[src/rtl/crc_frame_source.sv]
// crc_frame_source
//   Upstream stage of the CRC checker. Buffers one frame from a byte stream
//   and computes its CRC-8 while it fills. It then replays the frame to the
//   CRC stage as: the length on the count channel, each stored payload byte
//   on the data channel, and finally the CRC byte on the data channel.
//
//   CRC-8: polynomial 0x07, init 0x00, MSB-first, no reflection, no final XOR.
//
// Parameters
//   DEPTH        maximum payload bytes per frame (1..255); sizes the buffer
//
// Ports
//   clk          single clock, rising edge
//   rst_n        asynchronous active-low reset
//   in_valid     input beat valid
//   in_ready     block accepts the input beat (registered)
//   in_data      payload byte
//   in_last      beat is the final beat of the frame
//   in_empty     beat carries no byte (ends a frame without adding one)
//   cnt_valid    count channel valid (registered)
//   cnt_ready    count channel ready from the CRC stage
//   cnt_data     number of stored payload bytes (registered)
//   dat_valid    data channel valid (registered)
//   dat_ready    data channel ready from the CRC stage
//   dat_data     payload byte or trailing CRC byte (registered)
//   trunc        one-cycle pulse when a frame is cut at DEPTH bytes
//   frames_sent  count of frames whose CRC byte has transferred (wraps)

module crc_frame_source #(
  parameter int DEPTH = 16
) (
  input  logic        clk,
  input  logic        rst_n,
  input  logic        in_valid,
  output logic        in_ready,
  input  logic [7:0]  in_data,
  input  logic        in_last,
  input  logic        in_empty,
  output logic        cnt_valid,
  input  logic        cnt_ready,
  output logic [7:0]  cnt_data,
  output logic        dat_valid,
  input  logic        dat_ready,
  output logic [7:0]  dat_data,
  output logic        trunc,
  output logic [15:0] frames_sent
);

  // Buffer address width; storage is rounded up to a power of two so the
  // address bits always cover the whole array.
  localparam int         AW      = (DEPTH > 1) ? $clog2(DEPTH) : 1;
  localparam int         MEM_N   = 1 << AW;
  localparam logic [7:0] DEPTH_L = 8'(DEPTH);

  typedef enum logic [2:0] {
    ST_FILL,
    ST_DROP,
    ST_SEND_CNT,
    ST_SEND_DATA,
    ST_SEND_CRC
  } state_t;

  state_t      state, state_n;
  logic [7:0]  len, len_n;
  logic [7:0]  idx, idx_n;
  logic [7:0]  crc, crc_n;
  logic [15:0] frames_n;
  logic        trunc_n;
  logic        in_ready_n, cnt_valid_n, dat_valid_n;
  logic [7:0]  cnt_data_n, dat_data_n;
  logic        wr_en;
  logic        in_xfer, cnt_xfer, dat_xfer;

  logic [7:0]  mem [MEM_N];

  // Byte-wise CRC-8 step: fold the byte into the register, then shift out
  // eight bits applying the polynomial whenever the MSB falls off as 1.
  function automatic logic [7:0] crc8_update(input logic [7:0] crc_in,
                                             input logic [7:0] data);
    logic [7:0] c;
    c = crc_in ^ data;
    for (int i = 0; i < 8; i++) begin
      c = c[7] ? ({c[6:0], 1'b0} ^ 8'h07) : {c[6:0], 1'b0};
    end
    return c;
  endfunction

  always_comb begin
    // NOTE: every signal written here gets a default first, so no path can
    // leave one unassigned and infer a latch.
    state_n  = state;
    len_n    = len;
    idx_n    = idx;
    crc_n    = crc;
    frames_n = frames_sent;
    trunc_n  = 1'b0;
    wr_en    = 1'b0;
    in_xfer  = in_valid  & in_ready;
    cnt_xfer = cnt_valid & cnt_ready;
    dat_xfer = dat_valid & dat_ready;

    case (state)
      ST_FILL: begin
        if (in_xfer) begin
          if (!in_empty) begin
            wr_en = 1'b1;
            crc_n = crc8_update(crc, in_data);
            len_n = len + 8'd1;
          end
          if (in_last) begin
            state_n = ST_SEND_CNT;
          end else if (!in_empty && len_n == DEPTH_L) begin
            // Buffer is full but the frame goes on: flag it and swallow the
            // rest up to in_last, keeping len and crc as they are.
            trunc_n = 1'b1;
            state_n = ST_DROP;
          end
        end
      end
      ST_DROP: begin
        if (in_xfer && in_last) state_n = ST_SEND_CNT;
      end
      ST_SEND_CNT: begin
        if (cnt_xfer) begin
          idx_n   = 8'd0;
          state_n = (len == 8'd0) ? ST_SEND_CRC : ST_SEND_DATA;
        end
      end
      ST_SEND_DATA: begin
        if (dat_xfer) begin
          if (idx == len - 8'd1) state_n = ST_SEND_CRC;
          else                   idx_n   = idx + 8'd1;
        end
      end
      ST_SEND_CRC: begin
        if (dat_xfer) begin
          frames_n = frames_sent + 16'd1;
          crc_n    = 8'd0;
          len_n    = 8'd0;
          state_n  = ST_FILL;
        end
      end
      default: state_n = ST_FILL;
    endcase

    // Outputs are registered copies of what the next state presents, so
    // they change on the same edge as the state itself.
    in_ready_n  = (state_n == ST_FILL) || (state_n == ST_DROP);
    cnt_valid_n = (state_n == ST_SEND_CNT);
    dat_valid_n = (state_n == ST_SEND_DATA) || (state_n == ST_SEND_CRC);

    cnt_data_n = cnt_data;
    if (state_n == ST_SEND_CNT) cnt_data_n = len_n;

    dat_data_n = dat_data;
    if (state_n == ST_SEND_DATA)     dat_data_n = mem[idx_n[AW-1:0]];
    else if (state_n == ST_SEND_CRC) dat_data_n = crc_n;
  end

  // NOTE: state and output registers use non-blocking assignments so every
  // register samples the pre-edge values regardless of statement order.
  always_ff @(posedge clk or negedge rst_n) begin
    if (!rst_n) begin
      state       <= ST_FILL;
      len         <= 8'd0;
      idx         <= 8'd0;
      crc         <= 8'd0;
      frames_sent <= 16'd0;
      trunc       <= 1'b0;
      in_ready    <= 1'b1;
      cnt_valid   <= 1'b0;
      dat_valid   <= 1'b0;
      cnt_data    <= 8'd0;
      dat_data    <= 8'd0;
    end else begin
      state       <= state_n;
      len         <= len_n;
      idx         <= idx_n;
      crc         <= crc_n;
      frames_sent <= frames_n;
      trunc       <= trunc_n;
      in_ready    <= in_ready_n;
      cnt_valid   <= cnt_valid_n;
      dat_valid   <= dat_valid_n;
      cnt_data    <= cnt_data_n;
      dat_data    <= dat_data_n;
    end
  end

  // NOTE: the payload buffer has no reset; entries are only read back after
  // being written in the current frame, so clearing them buys nothing.
  always_ff @(posedge clk) begin
    if (wr_en) mem[len[AW-1:0]] <= in_data;
  end

endmodule

[config.mk]
export PLATFORM = sky130hd
export DESIGN_NAME = crc_frame_source
export DESIGN_NICKNAME = d
export VERILOG_FILES = /design/src/rtl/crc_frame_source.sv
export SDC_FILE = /design/constraint.sdc
export NUM_CORES = 1
export LEC_CHECK = 0
export CAP_MARGIN = 40
export CORE_ASPECT_RATIO = 1.5
export CORE_MARGIN = 4
export CORE_UTILIZATION = 59
export DETAILED_ROUTE_END_ITERATION = 7
export PLACE_DENSITY = 0.79
export SETUP_SLACK_MARGIN = 0.02
export SLEW_MARGIN = 0
export SYNTH_ARGS = -nofsm -noshare
export SYNTH_HDL_FRONTEND = slang
export SYNTH_SLANG_ARGS = --single-unit
[constraint.sdc]
create_clock -name clk -period 4.2 [get_ports clk]
set_input_delay 0.42 -clock clk [delete_from_list [all_inputs] [get_ports clk]]
set_output_delay 0.42 -clock clk [all_outputs]
set_load 0.05 [all_outputs]
==> results of run 1 <==
==> worst paths after layout <==
path | from | endpoint | cells after the start
max in group asynchronous | rst_n | idx[4] | 2
min | rst_n | frames_sent[10] | 2
max | len[0] | dat_data[2] | 13
max reg2reg | len[0] | dat_data[2] | 13
min reg2reg | frames_sent[15] | frames_sent[15] | 1
min in group clk | frames_sent[15] | frames_sent[15] | 1
==> registers in the layout, summed over array words and instances (netlist names), 3 cells and up <==
register / count
crc: 8
idx: 8
dat_data: 8
state: 3
len: 8
mem: 128
frames_sent: 16
cnt_data: 8
==> area by class of cell <==
class                      count  area share, %
sequential                   191          54.48
multi-input combinational    454          30.00
clock inverter                14          1.660
tap                          192          2.414
timing repair buffer          74          6.790
clock buffer                  18          4.313
inverter                       9         0.3395
==> critical path, cell delays in order (launching register included) <==
cell and delay [ns]:
dfrtp_1 0.50, inv_1 0.18, ha_1 0.26, nor3b_1 0.30
xnor2_1 0.18, nand4_1 0.16, a221oi_4 0.39, or3_1 0.20
and2_2 0.17, buf_4 0.41, mux2_2 0.40, o221ai_1 0.24
a41oi_1 0.16, o21bai_1 0.18
==> metal layers <==
layer	share of wire [%]	global-route usage, %	wire length [um]
met1	37	28.45	7131
met2	53	44.09	10250
met3	5.7	5.093	1101
met4	4.2	11.46	806
met5	0	0	0
==> cell families after synthesis <==
group                    share of synthesized area [%]
flip-flops                                       63.11
multiplexers                                     7.574
adder cells (fa/ha/maj)                          1.019
buffers and inverters                            2.185
AO/OA/AOI/OAI                                    7.137
AND/OR/NAND/NOR                                  13.88
XOR/XNOR                                         5.098
==> cell usage after synthesis (all sizes together) (4+ instances only) <==
library cell	n	area (um^2)
edfxtp	128	3844
nand2	90	337.8
dfrtp	62	1551
mux2i	50	504.2
nor2	49	183.9
nand3	44	220.2
xnor2	34	297.8
clkbuf	21	78.83
nor3	19	106.4
o21ai	19	95.09
xor2	16	140.1
a32oi	13	113.9
and2	13	81.33
buf	13	75.07
mux2	13	146.4
nand4	9	56.30
a211oi	8	60.06
inv	8	30.03
a31oi	7	43.79
ha	7	87.58
o221ai	6	52.55
a21oi	5	25.02
nand2b	5	31.28
or3	5	36.28
a21o	4	30.03
==> where the power goes <==
part	total, mW	switching (mW)	internal [mW]
Combinational	2.13	1.31	0.825
Sequential	2.31	0.145	2.17
Clock	1.60	0.753	0.851
Total	6.05	2.20	3.84
==> key figures, run 1 <==
Clock tree
  – Hold buffer count at CTS: 0
  – Max Buffers Root-to-Sink: 2
  – CTS tree: built
  – Setup repair bufs after CTS: 0
  – Root buf cell: clkbuf_16
  – Clk slew on worst S/H paths: 0.07 ns
  – H-tree depth: 4
  – Total CTS buffers: 17
  – Clock tree sinks: 191
  – CTS-repair resized insts: 0
  – Clock Latency Late Sink: 0.43 ns

Timing
  – Worst Slack Setup Final: 0.3290 ns
  – Worst Max-Slew Pin Slew: 0.8396 ns
  – Pins Over Slew Limit: 0
  – FMAX: 0.2583 GHz
  – Final setup vio count: 0
  – Setup TNS after final layout: 0 ns
  – Clock skew: 0.009029 ns
  – Relative slew slack: 43.82%
  – Period minus WS final: 3.871 ns
  – Setup repair after global routing missed its margin: false
  – Final Hold Violating Endpoints: 0
  – Fin crit share: 92.17%
  – Final hold slack: 0.1455 ns

Detailed routing
  – DRT Wirelength: 19.29 mm
  – DRC Markers: 0
  – Vias post-DR: 5,699
  – Number of vias per cell: 5.986
  – WL/cell: 20.27 um
  – Routed Antenna Nets: 0
  – Pre-Repair DR Iteration Count: 6
  – Drt initial violations: 472

Setup path
  – Crit Path Class: reg -> reg
  – Startpoint types: flop
  – Crit-path max FO: 36
  – Crit. End Element: flop
  – CP Data Required Time: 4.51 ns
  – Worst R2R Setup Slack: 0.33 ns
  – WP data arrival: 4.18 ns

Cells and area
  – Post-layout util: 70.45%
  – N_diodes: 0
  – Final net count: 769
  – Multi-input gate area: 0.002985 mm^2
  – Fin cells: 952
  – Sequential cell area: 0.005421 mm^2
  – Design Area, Final: 0.009951 mm^2
  – Fillers: 991
  – Most frequent cells in the layout: edfxtp_1, nand2_1, dfrtp_1
  – Area grow syn2layout: 15.83%
  – Commonest non-fill, non-tap cell in the layout: edfxtp_1
  – Share of layout cells above drive strength 1: 10.53%

Die
  – Row cnt: 53
  – Die H: 155.8 um
  – # IOs: 51
  – Die area: 0.01660 mm^2
  – Die Wd: 106.5 um
  – Starting Density: 60.82%
  – Core Box Area: 0.01412 mm^2

Yosys
  – Sequential fraction of the synthesis area: 63.11%
  – Ys Warns: 0
  – Ys async rst share: 32.98%
  – Mapped Area: 0.008591 mm^2
  – Ys flop type: edfxtp_1
  – Syn Nets: 710
  – Number of flops mapped to enable cells by yosys: 128
  – Flops & latches, synth: 191
  – Synth unique cells: 58
  – Cell count after synthesis: 688
  – Syn avg cell area: 12.49 um^2

Global route
  – Antenna violations before repair: 0
  – GRT Total Usage: 24.70%
  – Grt ovf: 0
  – Vias in the first global route: 5,758
  – Global-route wire length before repair: 31.26 mm
  – Largest net degree at the start of global routing: 64

Min path
  – Worst Hold Class: in -> async

Place
  – RD Place Congestion: 0.8968
  – HPWL after DPL: 13.75 mm
  – Area after DPL: 0.009356 mm^2
  – Placed cell count: 920
  – Setup slack at placement: 0.3990 ns
  – PortBufs: 50

Outcome
  – Status: completed

Power and ir drop
  – Static leakage: 3.877 nW
  – Total power: 6.047 mW
  – Peak VDD IR: 282.0 uV
  – PwrDens: 607.7 mW/mm^2

Job
  – # Max-Cap Violations: 0
Power figures use the tool's default switching activity.
==> inputs of run 2 (changes only) <==
--- a/config.mk
+++ b/config.mk
@@ -5,12 +5,14 @@
 export SDC_FILE = /design/constraint.sdc
 export NUM_CORES = 1
 export LEC_CHECK = 0
-export CAP_MARGIN = 40
+export CAP_MARGIN = 20
 export CORE_ASPECT_RATIO = 1.5
 export CORE_MARGIN = 4
 export CORE_UTILIZATION = 59
+export CTS_CLUSTER_SIZE = 10
 export DETAILED_ROUTE_END_ITERATION = 7
 export PLACE_DENSITY = 0.79
+export RECOVER_POWER = 25
 export SETUP_SLACK_MARGIN = 0.02
 export SLEW_MARGIN = 0
 export SYNTH_ARGS = -nofsm -noshare
==> run 2 against run 1 <==
  * The run now ends with capacitance limit, slew limit left
  * Clock skew is 0.00065 ns higher
  * Sequential power hardly changed
  * Critical path depth stayed put
  * Routed wire length is 1.3% higher
  * Setup slack worse by 0.0092 ns
  * Via count hardly changed
  * Hold slack better by 0.34 ns
  * Register-to-register slack hardly changed
  * Critical path type unchanged
  * Largest cell class unchanged
  * Highest routed layer unchanged
==> key figures, run 2 (synthesized netlist as in run 1, its figures left out) <==
Outcome
  – Status: complete, but fails checks
  – Failing checks: capacitance limit, slew limit

Global route
  – Grt ovf: 0
  – Global-route wire length before repair: 31.19 mm
  – Antenna violations before repair: 0
  – GRT Total Usage: 24.68%
  – Vias in the first global route: 5,767
  – Largest net degree at the start of global routing: 64

Cells and area
  – Max FFs per register: 128
  – Post-layout util: 70.28%
  – Commonest non-fill, non-tap cell in the layout: edfxtp_1
  – N_diodes: 0
  – Final net count: 768
  – Fin cells: 951
  – Most frequent cells in the layout: edfxtp_1, nand2_1, dfrtp_1
  – Share of layout cells above drive strength 1: 9.881%
  – Area grow syn2layout: 15.55%

Clock tree
  – Total CTS buffers: 17
  – H-tree depth: 4
  – Root buf cell: clkbuf_16
  – Clock tree sinks: 191
  – Clk slew on worst S/H paths: 0.07 ns
  – CTS-repair resized insts: 0
  – Setup repair bufs after CTS: 0
  – Clock Latency Late Sink: 0.43 ns
  – CTS tree: built
  – Hold buffer count at CTS: 0
  – Max Buffers Root-to-Sink: 2

Setup path
  – Crit Reg-Reg Startpoint: len[0]
  – WP data arrival: 4.19 ns
  – Crit. End Element: flop
  – Worst R2R Setup Slack: 0.32 ns
  – Startpoint types: flop
  – Worst setup path startpoint: len[0]
  – Crit Path Class: reg -> reg
  – Crit-path max FO: 36
  – R2r endpoint: dat_data[2]
  – R2R depth: 13
  – Critical Path Sink: dat_data[2]
  – CP Data Required Time: 4.51 ns

Place
  – HPWL after DPL: 13.71 mm
  – Placed cell count: 919
  – RD Place Congestion: 0.8968
  – PortBufs: 50

Detailed routing
  – Metal-1 WL: 7.320 mm
  – Drt initial violations: 464
  – Vias post-DR: 5,694
  – DR WL met2: 10.34 mm
  – Pre-Repair DR Iteration Count: 6
  – DRT Wirelength: 19.55 mm
  – WL/cell: 20.56 um
  – Max Used Layer: met4
  – Met3 Routed Length: 1.130 mm
  – DRC Markers: 0
  – Number of vias per cell: 5.987
  – Routed Antenna Nets: 0

Timing
  – Pins Over Slew Limit: 64
  – FMAX: 0.2577 GHz
  – Fin crit share: 92.39%
  – Period minus WS final: 3.880 ns
  – Final hold slack: 0.4858 ns
  – Final Hold Violating Endpoints: 0
  – Relative slew slack: -125.1%
  – Worst Max-Slew Pin Slew: 3.376 ns
  – Clock skew: 0.009676 ns
  – Final setup vio count: 0
  – Setup repair after global routing missed its margin: false
  – Setup TNS after final layout: 0 ns

Die
  – Die Wd: 106.5 um
  – Row cnt: 53
  – Die area: 0.01660 mm^2
  – # IOs: 51
  – Core Box Area: 0.01412 mm^2
  – Starting Density: 60.82%
  – Die H: 155.8 um

Job
  – # Max-Cap Violations: 1

Power and ir drop
  – Total power: 6.013 mW
  – Static leakage: 3.861 nW
  – Peak VDD IR: 290.1 uV
  – PwrDens: 605.7 mW/mm^2

Min path
  – Worst Hold Class: reg -> reg
-- run 2: how the worst min path moves through the flow --
stage	start	endpoint	cells past startpoint
after floorplan	rst_n	cnt_data[0]	0
after global placement	frames_sent[15]	frames_sent[15]	1
after detailed placement	frames_sent[15]	frames_sent[15]	1
after CTS	rst_n	frames_sent[10]	2
after global routing	frames_sent[15]	frames_sent[15]	1
final	frames_sent[15]	frames_sent[15]	1
-- run 2: worst max-delay path, cell delays in order, from the launching register on --
cell	delay (ns)
dfrtp_1	0.50
inv_1	0.17
ha_1	0.27
nor3b_1	0.30
xnor2_1	0.18
nand4_1	0.17
a221oi_4	0.40
or3_1	0.20
and2_2	0.16
buf_4	0.42
mux2_2	0.40
o221ai_1	0.24
a41oi_1	0.16
o21bai_1	0.18
-- run 2: final cells by class --
cell class                      count  area [um^2]
Clock buffer                       18        429.2
Inverter                            9        33.78
Sequential cell                   191         5421
Multi-Input combinational cell    454         2985
Tap cell                          192        240.2
Timing Repair Buffer               73        653.1
Fill cell                        1006         4198
Clock inverter                     14        163.9
-- run 2: metal layers --
metal  GRT usage, %  vias to the layer above
met2          43.79                      213
met1          29.17                     2807
met4          11.52                        0
li1               -                     2627
met3          4.306                       47
met5              0                        -
-- run 2: through the flow --
| stage | area [um^2] | setup slack, ns |
|---|---|---|
| final | 9927 | 0.3197 |
| after detailed placement | 9349 | 0.4141 |
| after global routing | 9927 | 0.09619 |
| after global placement | 9349 | 0.5779 |
| after CTS | 9942 | 0.3552 |
| after floorplan | 8591 | 0.6834 |
-- run 2: where the power goes --
group	switching (mW)	internal, mW	total (mW)	leakage (nW)
clock network	0.769	0.801	1.57	0.289
registers	0.145	2.17	2.31	1.97
logic	1.31	0.822	2.13	1.60
total	2.22	3.79	6.01	3.86
==> inputs of run 3 (changes only) <==
--- a/config.mk
+++ b/config.mk
@@ -7,7 +7,6 @@
 export LEC_CHECK = 0
 export CAP_MARGIN = 20
 export CORE_ASPECT_RATIO = 1.5
-export CORE_MARGIN = 4
 export CORE_UTILIZATION = 59
 export CTS_CLUSTER_SIZE = 10
 export DETAILED_ROUTE_END_ITERATION = 7
==> run 3 against run 2 <==
  * The run now ends clean
  * Sequential power is essentially flat
  * Utilization shrank 0.14 points
  * Sequential cell count is the same
  * Largest power group unchanged
==> key figures, run 3 (synthesized netlist as in run 1, its figures left out) <==
Outcome
  – Status: completed

Place
  – HPWL after DPL: 14.04 mm
  – PortBufs: 50
  – Setup slack at placement: 0.4412 ns
  – RD Place Congestion: 0.8611
  – Area after DPL: 0.009361 mm^2
  – Placed cell count: 919

Power and ir drop
  – Clock power frac: 25.4%
  – Reg power frac: 38.6%
  – Cell-internal power: 3.777 mW
  – Peak VDD IR: 349.7 uV
  – PwrDens: 607.8 mW/mm^2
  – Sw Share: 37.27%
  – Psw: 2.244 mW
  – Static leakage: 3.845 nW
  – Gate power share: 36.0%

Timing
  – Fin crit share: 92.38%
  – Period minus WS final: 3.880 ns
  – Final setup vio count: 0
  – Relative slew slack: 27.29%
  – Final hold slack: 0.4737 ns
  – Clock skew: 0.009335 ns
  – Pins Over Slew Limit: 0
  – Final Hold Violating Endpoints: 0
  – Worst Max-Slew Pin Slew: 1.091 ns
  – Setup repair after global routing missed its margin: false
  – Worst Slack Setup Final: 0.3200 ns
  – Setup TNS after final layout: 0 ns
  – FMAX: 0.2577 GHz

Min path
  – Worst hold stages: 1
  – Hold EP: frames_sent[15]
  – Hold_sp: frames_sent[15]
  – Worst Hold Class: reg -> reg

Clock tree
  – Clk slew on worst S/H paths: 0.07 ns
  – Root buf cell: clkbuf_16
  – Hold buffer count at CTS: 1
  – Total CTS buffers: 17
  – H-tree depth: 4
  – CTS-repair resized insts: 0
  – Clock Latency Late Sink: 0.43 ns
  – Max Buffers Root-to-Sink: 2
  – Setup repair bufs after CTS: 0
  – CTS tree: built
  – Clock tree sinks: 191

Detailed routing
  – Pre-Repair DR Iteration Count: 6
  – Max Used Layer: met4
  – Vias post-DR: 5,821
  – DR WL met2: 10.62 mm
  – Met3 Routed Length: 1.112 mm
  – Number of vias per cell: 6.114
  – WL/cell: 21.46 um
  – DRT Wirelength: 20.43 mm
  – Drt initial violations: 455
  – Routed Antenna Nets: 0
  – DRC Markers: 0
  – Metal-1 WL: 7.434 mm

Setup path
  – Crit Reg-Reg Startpoint: len[0]
  – Stages on the worst setup path: 14
  – Crit. End Element: flop
  – Largest delay share family, worst path: compound AO/OA/AOI/OAI gates
  – CP bufs+invs: 3
  – R2R depth: 14
  – CP max-delay cell: dfrtp_1
  – Crit path cell chain: inv_1 -> ha_1 -> nor2_1 -> nor2_1 -> a221o_1 -> a221oi_4 -> o211ai_1 -> and2_2 -> inv_1 -> buf_4 -> nand2_1 -> nand3_1 -> a32oi_1 -> a31oi_1
  – Worst R2R Setup Slack: 0.32 ns
  – CP Data Required Time: 4.55 ns
  – CP peak stage delay: 0.55 ns
  – Crit-path max FO: 20
  – Startpoint types: flop
  – WP data arrival: 4.23 ns
  – R2r endpoint: dat_data[7]
  – Crit Path Class: reg -> reg

Cells and area
  – Final net count: 769
  – Share of layout cells above drive strength 1: 9.605%
  – N_diodes: 0
  – Design Area, Final: 0.009907 mm^2
  – Max FFs per register: 128
  – Most frequent cells in the layout: edfxtp_1, nand2_1, dfrtp_1
  – Area grow syn2layout: 15.32%
  – Commonest non-fill, non-tap cell in the layout: edfxtp_1
  – Fin cells: 952

Global route
  – Grt ovf: 0
  – Global-route wire length before repair: 31.95 mm
  – Antenna violations before repair: 0
  – Largest net degree at the start of global routing: 62
  – Vias in the first global route: 5,999
  – GRT Total Usage: 29.01%

Die
  – Die H: 149.8 um
  – Row cnt: 53
  – Die Wd: 100.5 um
  – Core Box Area: 0.01412 mm^2
  – Starting Density: 60.82%
  – # IOs: 51
  – Die area: 0.01506 mm^2

Job
  – # Max-Cap Violations: 0
run 3: cell count changes in the layout (fill, tap and decap cells not counted), sizes merged:
cell,delta
clkdlybuf4s50,-2
clkinv,-5
clkbuf,+2
clkinvlp,+3
inv,+2
dlygate4sd3,+3
buf,-2
run 3: per-layer routing:
layer | global-route usage [%] | up-vias
met1 | 31.96 | 2840
met2 | 49.97 | 270
met5 | 0 | -
met3 | 5.885 | 78
met4 | 19.86 | 0
li1 | - | 2633
run 3: worst register-to-register path, stage by stage (launching register included):
cell and delay [ns]:
dfrtp_1 0.55, inv_1 0.16, ha_1 0.29, nor2_1 0.11, nor2_1 0.05, a221o_1 0.38
a221oi_4 0.44, o211ai_1 0.20, and2_2 0.26, inv_1 0.52, buf_4 0.31, nand2_1 0.07
nand3_1 0.08, a32oi_1 0.17, a31oi_1 0.22
run 3: area by class of cell:
class                      count  area (um^2)
clock buffer                  18        429.2
clock inverter                14        126.4
fill                         990         4218
inverter                       9        33.78
multi-input combinational    454         2985
sequential                   191         5421
tap                          192        240.2
timing repair buffer          74        670.6
run 3: worst max-delay path by stage:
stage	start	end	slack [ns]
floorplan	len[0]	cnt_data[0]	0.68
detailed placement	len[0]	dat_data[7]	0.44
finish	len[0]	dat_data[7]	0.32
global placement	len[0]	dat_data[7]	0.53
CTS	len[0]	dat_data[7]	0.39
global route	len[0]	dat_data[7]	0.14
run 3: power by group through the flow:
| stage | clock network (mW) | registers [mW] | logic [mW] |
|---|---|---|---|
| finish | 1.53 | 2.32 | 2.17 |
| global route | 1.62 | 2.34 | 2.32 |
| CTS | 1.54 | 2.32 | 2.16 |
| detailed placement | 0 | 2.36 | 2.12 |
| global placement | 0 | 2.35 | 2.07 |
| floorplan | 0 | 2.55 | 1.36 |
run 3: stage by stage:
| stage | utilization [%] | total power [mW] |
|---|---|---|
| 3_5_place_dp | 66.28 | 4.475 |
| 5_1_grt | 70.14 | 6.284 |
| 3_3_place_gp | 66.28 | 4.420 |
| 4_1_cts | 70.28 | 6.015 |
| 6_report | 70.14 | 6.021 |
| 2_1_floorplan | - | 3.908 |
